==> config.mk <==
export PLATFORM = sky130hd
export DESIGN_NAME = voltin_seq
export DESIGN_NICKNAME = d
export VERILOG_FILES = /design/src/rtl/voltin_seq.sv
export SDC_FILE = /design/constraint.sdc
export NUM_CORES = 1
export LEC_CHECK = 0
export BUFFER_PORTS_ARGS = -buffer_cell sky130_fd_sc_hd__clkbuf_2
export CAP_MARGIN = 5
export CORE_AREA = 2 2 88 90
export DETAILED_ROUTE_END_ITERATION = 6
export DIE_AREA = 0 0 90 92
export HOLD_SLACK_MARGIN = 0.02
export PLACE_DENSITY = 0.79
export SYNTH_ARGS = -nofsm -noshare
export SYNTH_HDL_FRONTEND = slang
export SYNTH_SLANG_ARGS = --single-unit
==> constraint.sdc <==
create_clock -name clk -period 23.3 [get_ports clk]
set_clock_uncertainty 0.05 [all_clocks]
set_input_delay 1.165 -clock clk [delete_from_list [all_inputs] [get_ports clk]]
set_output_delay 1.165 -clock clk [all_outputs]
set_load 0.01 [all_outputs]
==> src/rtl/voltin_seq.sv <==
// Multi-precision add/subtract sequencer: one 32-bit word per cycle through
// a voltin ripple adder, with the carry chained between words in a register.
module voltin (
    input  logic [31:0] a,
    input  logic [31:0] b,
    input  logic        cin,
    output logic [31:0] sum,
    output logic        cout
);
    logic c;

    always_comb begin
        sum = '0;
        c   = cin;
        for (int i = 0; i < 32; i++) begin
            sum[i] = a[i] ^ b[i] ^ c;
            c      = (a[i] & b[i]) | (c & (a[i] ^ b[i]));
        end
        cout = c;
    end
endmodule

module voltin_seq #(
    parameter int MAX_WORDS = 8,
    parameter int CW        = 4
) (
    input  logic          clk,
    input  logic          reset,
    input  logic          start,
    input  logic [CW-1:0] nwords,
    input  logic          cin_init,
    input  logic          sub,
    input  logic          in_valid,
    output logic          in_ready,
    input  logic [31:0]   a_word,
    input  logic [31:0]   b_word,
    output logic          out_valid,
    input  logic          out_ready,
    output logic [31:0]   sum_word,
    output logic          out_last,
    output logic          busy,
    output logic          done,
    output logic          carry_out,
    output logic          overflow
);
    localparam logic [1:0] IDLE = 2'd0;
    localparam logic [1:0] RUN  = 2'd1;
    localparam logic [1:0] DONE = 2'd2;

    localparam logic [CW-1:0] MAXW = CW'(MAX_WORDS);

    logic [1:0]    r_state;
    logic [CW-1:0] r_remaining;
    logic          r_sub;
    logic          r_carry;
    logic          r_ovf_last;
    logic [31:0]   r_sum;
    logic          r_out_valid;
    logic          r_out_last;
    logic          r_carry_out;
    logic          r_overflow;

    logic [CW-1:0] w_nw;
    logic [31:0]   w_bx;
    logic [31:0]   w_sum;
    logic          w_cout;
    logic          w_ovf;
    logic          w_in_ready;
    logic          w_accept;
    logic          w_out_hs;

    assign w_nw = (nwords > MAXW) ? MAXW : nwords;
    assign w_bx = r_sub ? ~b_word : b_word;

    voltin u_add (
        .a    (a_word),
        .b    (w_bx),
        .cin  (r_carry),
        .sum  (w_sum),
        .cout (w_cout)
    );

    assign w_ovf = (a_word[31] == w_bx[31]) && (w_sum[31] != a_word[31]);

    // remaining == 0 blocks further input while the last word drains
    assign w_in_ready = (r_state == RUN) && (r_remaining != '0)
                      && (!r_out_valid || out_ready);
    assign w_accept   = in_valid && w_in_ready;
    assign w_out_hs   = r_out_valid && out_ready;

    always_ff @(posedge clk or negedge reset) begin
        if (!reset) begin
            r_state     <= IDLE;
            r_remaining <= '0;
            r_sub       <= 1'b0;
            r_carry     <= 1'b0;
            r_ovf_last  <= 1'b0;
            r_sum       <= '0;
            r_out_valid <= 1'b0;
            r_out_last  <= 1'b0;
            r_carry_out <= 1'b0;
            r_overflow  <= 1'b0;
        end else begin
            case (r_state)
                IDLE: begin
                    if (start) begin
                        r_remaining <= w_nw;
                        r_sub       <= sub;
                        r_carry     <= cin_init ^ sub;
                        r_overflow  <= 1'b0;
                        if (w_nw == '0) begin
                            r_carry_out <= cin_init ^ sub;
                            r_state     <= DONE;
                        end else begin
                            r_carry_out <= 1'b0;
                            r_state     <= RUN;
                        end
                    end
                end
                RUN: begin
                    if (w_accept) begin
                        r_sum       <= w_sum;
                        r_out_valid <= 1'b1;
                        r_out_last  <= (r_remaining == CW'(1));
                        r_carry     <= w_cout;
                        r_ovf_last  <= w_ovf;
                        r_remaining <= r_remaining - CW'(1);
                    end else if (w_out_hs) begin
                        r_out_valid <= 1'b0;
                        if (r_out_last) begin
                            r_out_last  <= 1'b0;
                            r_carry_out <= r_carry;
                            r_overflow  <= r_ovf_last;
                            r_state     <= DONE;
                        end
                    end
                end
                DONE: r_state <= IDLE;
                default: r_state <= IDLE;
            endcase
        end
    end

    assign in_ready  = w_in_ready;
    assign out_valid = r_out_valid;
    assign sum_word  = r_sum;
    assign out_last  = r_out_last;
    assign busy      = (r_state != IDLE);
    assign done      = (r_state == DONE);
    assign carry_out = r_carry_out;
    assign overflow  = r_overflow;
endmodule

==> flow_summary.toml <==
[status]
status = "complete, no violations"

[timing]
fin_crit_ns = 14.25
clock.fmax_mhz = 70.2
setup_viol = 0
worst_pin_slew_ns = 0.845
rsz0062_at_grt = "no"
hold_viol = 0
period_share = 0.612
slew_violations = 0
finalSetupTns_ns = 0
relSlewSlack = 0.437

[die]
die_x_microns = 90
die_y_microns = 92
fp.coreArea_sq_um = 7450
start_util = 0.401
rows = 32
pin_count = 114
dieArea_sq_um = 8280

[placement]
placed_cell_area_sq_um = 3610
place_inst = 490
gp_congestion = 0.789
numPortBuffers = 113
dp_hpwl_microns = 5070

[clock_tree]
clk-insertion-delay-late_ns = 0.29
clock_path_buffers = 2
cts_htree_levels = 2
post-cts-setup-buffer-count = 0
cts_buffers = 5
cts_num_sinks = 45
cts_tree = "done"
cts_resized = 0
holdBufCountCts = 0
cts-root-buf = "clkbuf_8"
clk_pin_slew_ns = 0.09

[global_route]
grt_pass1_wl_microns = 11100
met1_usage = 0.212
grt_usage = 0.166
antenna_found_initial = 0
grt_pass1_vias = 2413
met3_usage = 0.0419
grt_max_degree = 72
gr-usage-met2 = 0.278
grt-ovfl-total = 0
top_usage_layer = "met2"

[pwr]
p_per_area_nw_per_um2 = 121
irDropWorstVdd_mv = 0.0415
leakage_nw = 1.88

[worst_setup_path]
worstPathArrival_ns = 14.39
crit_path_start_kind = "primary input"
crit_type = "in -> reg"
cp-end-kind = "register"
cp_slowest_cell = "fa_1"
path_common_cell = "fa_1"
path_max_fanout = 2
max_stage_delay_ns = 0.44
cp_num_buf_inv = 4
crit_family = "adder cells"
critical_path_required_ns = 23.44

[drt]
dr_total_vias = 2272
wl_microns = 6380
final_antenna_net_count = 0
vias_per_cell = 4.57
firstDrtPassIters = 4
drt-wirelength-per-cell_microns = 12.8
drc_errors = 0
drt_iter0_markers = 39

[final_layout]
fill_cells = 709
finalNonFillerCells = 497
drive_gt1_frac = 0.324
fin_nets = 505
regArea_sq_um = 1130
synthToLayoutAreaGrowth_pct = 23.9
multi_input_area_sq_um = 1620
final_cell_area_sq_um = 3700
diodes = 0

[logic_synthesis]
synth-compound-area-share = 0.0935
syn_nets = 397
yosysWarnings = 0
synthMuxAreaShare = 0.0210
ys.flop_type = "dfrtp_1"
synth.avg_cell_area_sq_um = 10.4
synth_edf_count = 0
synthSimpleGateAreaFrac = 0.102
yosys.area_share.adder = 0.227
ys_seq_area_frac = 0.377
synth-async-reset-ratio = 1.00
synthXorXnorAreaFrac = 0.0998
ys_types = 40
synth_top_family_by_area = "adder cells"
syn_inst = 287
synth_area_sq_um = 2980
synth_seq_cells = 45

[run]
maxCapViolCount = 0

[worst_hold_path]
hold_class = "reg -> reg"
[per-stage QoR]
stage	util	setup slack, ns	power (mW)	hold WS [ns]
6_report	0.496	9.05	0.448	0.433
5_1_grt	0.496	8.53	0.502	0.460
4_1_cts	0.496	9.06	0.456	0.441
3_5_place_dp	0.484	8.76	0.406	0.421
3_3_place_gp	0.484	8.98	0.392	0.413
2_1_floorplan	-	9.49	0.327	0.399
[final cells by class]
class	instances	share of cell area
multi-input combinational	188	0.439
tap	102	0.0345
inverter	40	0.0406
clock inverter	1	0.00203
sequential	45	0.305
timing repair buffer	115	0.157
clock buffer	6	0.0223
[kinds of logic (layout without fill, tap and decap cells)]
| family | Yosys count | in the layout |
|---|---|---|
| fa+ha+maj | 35 | 35 |
| mux | 6 | 6 |
| xor+xnor | 34 | 34 |
| simple gates | 64 | 64 |
| buf+inv | 54 | 162 |
| flops | 45 | 45 |
| compound gates | 49 | 49 |
[routing by layer]
layer	up-vias	part of all wire
li1	1113	-
met1	1066	0.44
met2	83	0.47
met3	10	0.069
met4	0	0.017
met5	-	0
[sequential cells by signal, summed over array words and instances (netlist names)]
| register | count |
|---|---|
| carry_out | 1 |
| out_last | 1 |
| out_valid | 1 |
| overflow | 1 |
| r_carry | 1 |
| r_ovf_last | 1 |
| r_remaining | 4 |
| r_state | 2 |
| r_sub | 1 |
| sum_word | 32 |
[path summary, 6_finish.rpt]
kind                             start      endpoint  slack [ns]  cells past startpoint
min in group asynchronous        reset  sum_word[11]        0.90                      2
max in group asynchronous        reset         r_sub       21.84                      2
min reg2reg                sum_word[0]   sum_word[0]        0.43                      2
max reg2reg                      r_sub    r_ovf_last        9.17                     39
min                        sum_word[0]   sum_word[0]        0.43                      2
max                          b_word[0]    r_ovf_last        9.05                     39
[where the power goes]
| group | internal, mW | switching (mW) |
|---|---|---|
| combinational | 0.114 | 0.147 |
| sequential | 0.115 | 0.0222 |
| clock | 0.0235 | 0.0261 |
| total | 0.252 | 0.196 |
[synth_stat cells (all sizes together), types with 3 or more instances]
library cell,count,share of area
dfrtp,45,0.38
nand2,41,0.052
inv,40,0.050
o21ai,34,0.057
fa,32,0.21
xnor2,32,0.094
buf,10,0.021
nor2,8,0.010
a21oi,4,0.0080
clkbuf,4,0.0084
mux2i,4,0.013
ha,3,0.013
[worst register-to-register path: cells and delay by family (launching register included)]
kind | cells | cell delay [ns]
flops | 1 | 0.35
fa+ha+maj | 32 | 12.46
compound gates | 1 | 0.19
xor+xnor | 2 | 0.32
buf+inv | 4 | 0.66
[placed cells by master, fill, tap and decap left out, types with 3 or more instances in the layout]
cell,n
clkbuf_2,113
dfrtp_1,44
nand2_1,41
inv_1,40
o21ai_0,33
xnor2_1,32
fa_1,32
nor2_1,8
clkbuf_8,6
mux2i_1,4
a21oi_1,3
ha_1,3
Power figures use the tool's default switching activity.
